$ cat config.mk
export PLATFORM = sky130hd
export DESIGN_NAME = mems_scan_sequencer
export DESIGN_NICKNAME = d
export VERILOG_FILES = /design/src/rtl/mems_scan_sequencer.sv
export SDC_FILE = /design/constraint.sdc
export NUM_CORES = 1
export LEC_CHECK = 0
export CAP_MARGIN = 25
export CORE_UTILIZATION = 47
export CTS_CLUSTER_DIAMETER = 100
export DETAILED_ROUTE_END_ITERATION = 8
export GPL_TIMING_DRIVEN = 0
export PLACE_DENSITY = 0.67
export SLEW_MARGIN = 15
export SYNTH_ARGS = -nofsm -noshare
export SYNTH_HDL_FRONTEND = slang
export SYNTH_SLANG_ARGS = --single-unit
$ cat constraint.sdc
create_clock -name clk -period 8.5 [get_ports clk]
set_input_delay 2.125 -clock clk [delete_from_list [all_inputs] [get_ports clk]]
set_output_delay 2.125 -clock clk [all_outputs]
set_load 0.02 [all_outputs]
$ cat src/rtl/mems_scan_sequencer.sv
// mems_scan_sequencer -- init command sequence followed by a programmable raster scan,
// issuing one-cycle start strobes and ROM addresses to the MEMS DAC SPI master. rev 1.0
`default_nettype none

module mems_scan_sequencer #(
  parameter int ADDR_W    = 16,
  parameter int INIT_LEN  = 2,
  parameter int SCAN_BASE = 8,
  parameter int CNT_W     = 16
) (
  input  logic              clk,
  input  logic              rst,
  input  logic              mems_soft_reset,
  input  logic              pause,
  input  logic              stop,
  input  logic              loop_mode,
  input  logic [CNT_W-1:0]  line_len,
  input  logic [CNT_W-1:0]  lines_per_frame,
  input  logic              mems_SPI_busy,
  input  logic              new_line_FIFO_done,
  input  logic              new_frame_FIFO_done,
  output logic              mems_SPI_start,
  output logic [ADDR_W-1:0] addr,
  output logic              new_line,
  output logic              new_frame,
  output logic              overrun,
  output logic              scan_done,
  output logic [CNT_W-1:0]  line_num
);

  localparam logic [1:0] ST_IDLE = 2'd0;
  localparam logic [1:0] ST_INIT = 2'd1;
  localparam logic [1:0] ST_SCAN = 2'd2;
  localparam logic [1:0] ST_DONE = 2'd3;

  localparam logic [ADDR_W-1:0] INIT_LAST_ADDR = ADDR_W'(INIT_LEN - 1);
  localparam logic [ADDR_W-1:0] SCAN_BASE_ADDR = ADDR_W'(SCAN_BASE);

  logic [1:0]        state_q, state_d;
  logic              start_q, start_d;
  logic [ADDR_W-1:0] addr_q, addr_d;
  logic              new_line_q, new_line_d;
  logic              new_frame_q, new_frame_d;
  logic              overrun_q, overrun_d;
  logic              scan_done_q, scan_done_d;
  logic [CNT_W-1:0]  line_num_q, line_num_d;
  logic [CNT_W-1:0]  col_q, col_d;
  logic [CNT_W-1:0]  line_q, line_d;
  logic [CNT_W-1:0]  len_q, len_d;
  logic [CNT_W-1:0]  lpf_q, lpf_d;

  logic              issue_ok;
  logic              scan_issue;
  logic              col_last;
  logic              frame_last;
  logic [CNT_W-1:0]  len_eff;
  logic [CNT_W-1:0]  lpf_eff;

  // Not being mid-strobe guarantees an idle cycle between consecutive strobes.
  assign issue_ok   = !mems_SPI_busy && !start_q;
  assign len_eff    = (line_len == '0) ? CNT_W'(1) : line_len;
  assign lpf_eff    = (lines_per_frame == '0) ? CNT_W'(1) : lines_per_frame;
  assign col_last   = (col_q == len_q - CNT_W'(1));
  assign frame_last = col_last && (line_q == lpf_q - CNT_W'(1));

  always_comb begin
    state_d     = state_q;
    start_d     = 1'b0;
    addr_d      = addr_q;
    scan_done_d = 1'b0;
    line_num_d  = line_num_q;
    col_d       = col_q;
    line_d      = line_q;
    len_d       = len_q;
    lpf_d       = lpf_q;
    overrun_d   = overrun_q;
    new_line_d  = new_line_q && !new_line_FIFO_done;
    new_frame_d = new_frame_q && !new_frame_FIFO_done;
    scan_issue  = 1'b0;

    case (state_q)
      ST_IDLE, ST_DONE: begin
        if (mems_soft_reset) begin
          start_d   = 1'b1;
          addr_d    = '0;
          state_d   = ST_INIT;
          overrun_d = 1'b0;
        end
      end
      ST_INIT: begin
        if (issue_ok) begin
          start_d = 1'b1;
          if (addr_q == INIT_LAST_ADDR) begin
            addr_d     = SCAN_BASE_ADDR;
            state_d    = ST_SCAN;
            len_d      = len_eff;
            lpf_d      = lpf_eff;
            col_d      = '0;
            line_d     = '0;
            scan_issue = 1'b1;
          end else begin
            addr_d = addr_q + ADDR_W'(1);
          end
        end
      end
      ST_SCAN: begin
        if (issue_ok) begin
          if (stop) begin
            state_d     = ST_DONE;
            scan_done_d = 1'b1;
          end else if (pause) begin
            state_d = ST_SCAN;
          end else if (frame_last) begin
            if (loop_mode) begin
              start_d    = 1'b1;
              addr_d     = SCAN_BASE_ADDR;
              len_d      = len_eff;
              lpf_d      = lpf_eff;
              col_d      = '0;
              line_d     = '0;
              scan_issue = 1'b1;
            end else begin
              state_d     = ST_DONE;
              scan_done_d = 1'b1;
            end
          end else begin
            start_d    = 1'b1;
            addr_d     = addr_q + ADDR_W'(1);
            scan_issue = 1'b1;
            if (col_last) begin
              col_d  = '0;
              line_d = line_q + CNT_W'(1);
            end else begin
              col_d = col_q + CNT_W'(1);
            end
          end
        end
      end
      default: state_d = ST_IDLE;
    endcase

    // Boundary flags follow the point being issued now; a set beats a same-cycle clear.
    if (scan_issue) begin
      line_num_d = line_d;
      if (col_d == len_d - CNT_W'(1)) begin
        if (line_d == lpf_d - CNT_W'(1)) begin
          if (new_frame_q) overrun_d = 1'b1;
          new_frame_d = 1'b1;
        end else begin
          if (new_line_q) overrun_d = 1'b1;
          new_line_d = 1'b1;
        end
      end
    end
  end

  always_ff @(posedge clk) begin
    if (rst) begin
      state_q     <= ST_IDLE;
      start_q     <= 1'b0;
      addr_q      <= '0;
      new_line_q  <= 1'b0;
      new_frame_q <= 1'b0;
      overrun_q   <= 1'b0;
      scan_done_q <= 1'b0;
      line_num_q  <= '0;
      col_q       <= '0;
      line_q      <= '0;
      len_q       <= '0;
      lpf_q       <= '0;
    end else begin
      state_q     <= state_d;
      start_q     <= start_d;
      addr_q      <= addr_d;
      new_line_q  <= new_line_d;
      new_frame_q <= new_frame_d;
      overrun_q   <= overrun_d;
      scan_done_q <= scan_done_d;
      line_num_q  <= line_num_d;
      col_q       <= col_d;
      line_q      <= line_d;
      len_q       <= len_d;
      lpf_q       <= lpf_d;
    end
  end

  assign mems_SPI_start = start_q;
  assign addr           = addr_q;
  assign new_line       = new_line_q;
  assign new_frame      = new_frame_q;
  assign overrun        = overrun_q;
  assign scan_done      = scan_done_q;
  assign line_num       = line_num_q;

endmodule

`default_nettype wire

Yosys cells after proc, flatten, opt, wreduce, memory -nomap -nowiden. Index checks and enable logic that the tools add are counted.

Register bits after elaboration: 103. Latch bits: 0. Memory bits (writable): 0. ROM bits: 0. Bits of input ports: 41. Output and inout port bits: 37. Logic and storage cells: 135. Memories: 0.

$add $sub $neg: 7. Multipliers: 0. Div/mod/pow operators: 0. Magnitude comparators: 0. Equality and inequality tests: 17. Shift operators: 0. Muxes and demuxes: 82. Bitwise gates (word level): 2. Reductions and logical operators: 15.

Operators with widths (count): $mux W16 (40); $pmux W16 S2 (4); $eq A16 B16 Y1 (4); $sub A16 B1 Y16 const B (4); $add A16 B1 Y16 const B (3); $pmux W16 S3 (1); $logic_not A16 Y1 (2); $mux W1 (26); $eq A16 B1 Y1 const B (1); $mux W2 (8); $ne A2 B2 Y1 const B (6); $reduce_and A6 Y1 (2); $ne A4 B4 Y1 const B (2); $pmux W2 S3 (1); $eq A2 B2 Y1 const B (2); $logic_and A1 B1 Y1 (4); $logic_not A1 Y1 (4); $ne A3 B3 Y1 const B (1); $pmux W1 S3 (1); $reduce_or A3 Y1 (1); $eq A2 B1 Y1 const B (1); $logic_not A2 Y1 (1); $not A1 Y1 (2); $pmux W1 S2 (1); $reduce_or A2 Y1 (1).

Depth between registers and ports, before layout.
Depth after elaboration: 13. Depth in mapped cells: 24. Gate-level depth less buffers: 21.

Worst setup path after synthesis. Ideal clock, no wire load.

Kind: input port to flip-flop. From: in mems_SPI_busy. To: reg overrun_q, in the netlist overrun. Setup time: 0.086 ns. Arrival time: 6.439 ns. Required time: 8.414 ns. Path slack: 1.975 ns. Cell stages on the path: 20. Buffers on the path: 4. Cells stage by stage: nor2_1 > a21boi_0 > or2_2 > clkbuf_1 > clkbuf_1 > clkbuf_1 > clkbuf_1 > a221o_1 > o21ai_0 > ha_1 > o221ai_1 > mux2i_1 > o21ai_1 > a211oi_1 > mux2_1 > nor3b_1 > a311oi_1 > nor3_1 > a32oi_1 > a221oi_2.

Word-level cells in the longest chain between the ends: 9. Elaborated cells between the ends (all ways): 24. Classes of those cells: add/sub (2); eq/ne (2); mux (18); reduce/logical (2).

Ends and longest elaborated chain: from (decl) (RTL line 19) `input logic mems_SPI_busy,`; $logic_not A1 Y1 * (RTL line 60) `assign issue_ok = !mems_SPI_busy && !start_q;`; $logic_and A1 B1 Y1 * (RTL line 60); $mux W16 (on tied branches) (RTL line 107, 91); $pmux W16 S2 (RTL line 81) `case (state_q)`; $sub A16 B1 Y16 (RTL line 146) `if (line_d == lpf_d - CNT_W'(1)) begin`; $eq A16 B16 Y1 (RTL line 146); $mux W1 (RTL line 146); $mux W1 (RTL line 145) `if (col_d == len_d - CNT_W'(1)) begin`; $mux W1 * (RTL line 143) `if (scan_issue) begin`; to (signal assigned) (RTL line 177) `overrun_q <= overrun_d;`; to (decl) (RTL line 44) `logic overrun_q, overrun_d;`.

Mark *: on every way between the ends. The rest lies on a longest branch, timed or not. A chain may end at the register's enable or synchronous reset.

Worst setup path after layout. Same ends and word-level chain as after synthesis.

==> flow_metrics.py <==
metrics = {
    "worst_hold_path": {
        "min-delay-start": "new_line",
        "hold_depth": 2,
        "hp-class": "reg -> reg",
        "hold_path_end": "new_line",
    },
    "setup_path": {
        "timing.rr.end": "overrun",
        "critPathKind": "in -> reg",
        "worst_setup_path_end_kind": "register",
        "crit_arrival_ns": 8.41,
        "critical-path-slowest-cell": "clkdlybuf4s50_1",
        "r2r_cells": 23,
        "crit_chain": "clkdlybuf4s50_1, nor2_2, a21boi_0, or2_2, clkbuf_1, clkbuf_1, clkbuf_1, clkbuf_1, a221o_1, o21ai_0, ha_1, o221ai_1, mux2i_1, o21ai_1, a211oi_2, mux2_1, nor3b_1, a311oi_1, nor3_1, a32oi_1, a221oi_2",
        "critPathBufInv": 5,
        "path_delay_family": "compound AO/OA/AOI/OAI gates",
        "r2r-start": "len_q[0]",
        "worstSetupStartpointType": "primary input",
        "cpPeakStageDelay_ns": 0.43,
        "crit_top_cell": "clkbuf_1",
        "rrSetupSlack_ns": 1.66,
        "worstPathMaxFanout": 10,
        "worstPathRequired_ns": 8.78,
    },
    "logic_synthesis": {
        "syn_area_per_cell_um2": 7.49,
        "syn-num-nets": 1179,
        "ys.flop_type": "dfxtp_1",
        "synth_cell_type_count": 92,
        "synth_cells": 1128,
        "synth-seq-cells": 103,
        "ys.warnings.count": 0,
        "yosysSeqAreaShare_pct": 24.4,
        "synth-edff-count": 0,
        "async_flop_share_pct": 0,
        "synthesis.area_um2": 8450,
    },
    "grt": {
        "track_usage_pct": 33.7,
        "grt_max_degree": 20,
        "overflow": 0,
        "antenna_found_initial": 0,
        "grt_first_pass_wirelength_um": 47300,
        "grt_pass1_vias": 8228,
    },
    "pwr": {
        "leakagePower_nw": 3.51,
        "p_total_w": 0.00212,
        "peakVddDrop_mv": 0.137,
        "power_density_nw_per_um2": 216,
    },
    "clock_tree": {
        "cts_root_buf": "clkbuf_16",
        "worstSkewPairLatency_ns": 0.37,
        "clk_pin_slew_worst_paths_ns": 0.08,
        "clock_path_buffers": 2,
        "hold_buffers": 0,
        "post_cts_buffers": 0,
        "cts_made_buffers": 9,
        "clock_sinks": 103,
        "htreeDepth": 3,
        "tritoncts": "yes",
    },
    "floorplanning": {
        "die_x_um": 136,
        "dieArea_um2": 18500,
        "pin_count": 78,
        "initial_core_util_pct": 48.5,
        "rows": 48,
        "coreArea_um2": 17400,
        "die_h_um": 136,
    },
    "sta": {
        "min_period_ns": 8.12,
        "slew_violations": 0,
        "max-slew-margin-rel_pct": 24.9,
        "rsz0062_at_grt": "no",
        "finalSetupViolations": 0,
        "worstMarginPinSlew_ns": 1.11,
        "hold_violations": 0,
        "max_freq_mhz": 123,
        "hold_slack_ns": 0.494,
        "finalClockSkew_ns": 0.0107,
        "fin_crit_sh_pct": 95.6,
    },
    "route": {
        "vias": 9461,
        "drc_errors": 0,
        "vias_per_cell": 6.54,
        "wl_per_cell_um": 21.6,
        "dr.pass1.iters": 8,
        "wirelength_um": 31200,
        "ant_nets": 0,
        "drt_iter0_markers": 1106,
    },
    "outcome": {
        "status": "completed",
    },
    "cells_and_area": {
        "fillers": 1736,
        "multi_input_area_um2": 6050,
        "syn_to_final_growth_pct": 16.0,
        "diodes": 0,
        "drive_above_1_share_pct": 5.81,
        "layout.area.seq_um2": 2060,
        "fin_nets": 1267,
        "final_common_cell": "nor2_1",
        "final_cell_mix": "nor2_1 (144), dfxtp_1 (103), nand2_1 (77), clkdlybuf4s50_1 (76), a21oi_1 (63)",
        "final_core_util_pct": 56.3,
    },
    "placed_design": {
        "place.port_buffers": 76,
        "place.gp.congestion": 0.973,
        "dpl.hpwl_um": 24000,
    },
    "run": {
        "cap_violations": 0,
    },
}
-- cell type report --
type	instances	share of cell area (%)
Tap cell	225	2.87
Sequential cell	103	21.0
Clock inverter	7	0.689
Multi-Input combinational cell	935	61.7
Buffer	69	2.83
Clock buffer	9	2.30
Inverter	21	0.803
Timing Repair Buffer	77	7.83
-- worst max-delay path by stage --
| stage | start | to | slack (ns) | cells past startpoint |
|---|---|---|---|---|
| global route | mems_SPI_busy | overrun | 0.09 | 21 |
| floorplan | mems_SPI_busy | overrun | 1.97 | 20 |
| global placement | mems_SPI_busy | overrun | -0.14 | 21 |
| detailed placement | mems_SPI_busy | overrun | -0.23 | 21 |
| CTS | mems_SPI_busy | overrun | 0.14 | 21 |
| finish | mems_SPI_busy | overrun | 0.38 | 21 |
-- Yosys cell counts, drive strengths merged (10+ instances only) --
cell type | number | area share (%)
a211oi | 31 | 2.9
and3 | 26 | 1.9
xnor2 | 43 | 4.5
dfxtp | 103 | 24
a22oi | 24 | 2.4
or4 | 10 | 0.98
xor2 | 39 | 4.0
nor3 | 34 | 2.1
and2 | 14 | 1.0
o31ai | 10 | 0.89
nand2 | 78 | 3.6
ha | 10 | 1.5
nor4 | 30 | 2.8
mux2i | 16 | 1.9
o22ai | 11 | 0.81
a21oi | 63 | 3.7
nand4 | 25 | 1.8
nand3 | 33 | 2.1
nor2b | 22 | 1.6
nor2 | 146 | 6.5
buf | 12 | 0.74
inv | 21 | 0.93
o21ai | 66 | 3.9
nand2b | 13 | 0.96
a22o | 14 | 1.5
clkbuf | 57 | 2.5
a31oi | 21 | 1.6
a211o | 11 | 1.1
-- stage by stage --
| step | setup slack, ns | cell area, µm² | instances | TNS, ns |
|---|---|---|---|---|
| 3_3_place_gp | -0.141 | 9500 | 1429 | -0.168 |
| 2_1_floorplan | 1.97 | 8450 | 1128 | 0 |
| 3_5_place_dp | -0.227 | 9500 | 1429 | -0.335 |
| 4_1_cts | 0.144 | 9800 | 1445 | 0 |
| 5_1_grt | 0.0949 | 9810 | 1446 | 0 |
| 6_report | 0.376 | 9810 | 1446 | 0 |
-- registers in the layout (all words and copies together) (netlist names) --
name and flops:
new_line 1, line_q 16, new_frame 1, line_num 16
state_q 2, scan_done 1, overrun 1, lpf_q 16
mems_SPI_start 1, len_q 16, addr 16, col_q 16
-- metal layers --
layer  track usage (%)  routed length (µm)  share of wire, %
met1              47.6               13800                44
met2              49.9               13300                42
met3              7.87                3400                11
met4              10.6                 790               2.5
met5                 0                   0                 0
-- tightest hold or removal path, cell delays in order, from the launching register on --
cell	delay, ns
dfxtp_1	0.33
nand2b_1	0.07
a21oi_1	0.05
-- power breakdown --
part	switching, W	internal, W
Sequential	0.0000173	0.000501
Combinational	0.000779	0.000390
Clock	0.000224	0.000206
Total	0.00102	0.00110
-- what timing repair did --
action,in CTS,in global routing
gates resized for setup,0,2
hold endpoints to repair,0,0
setup endpoints to repair,0,2
-- kinds of logic (layout without fill, tap and decap cells) --
group | after synthesis | in the layout | share of synthesized area (%)
AND/OR/NAND/NOR | 481 | 481 | 30.1
AO/OA/AOI/OAI | 336 | 336 | 27.9
flip-flops | 103 | 103 | 24.4
buffers and inverters | 90 | 183 | 4.22
XOR/XNOR | 83 | 83 | 8.76
multiplexers | 25 | 25 | 3.14
adder cells (fa/ha/maj) | 10 | 10 | 1.48
No activity file was read; power rests on OpenSTA's default activity.
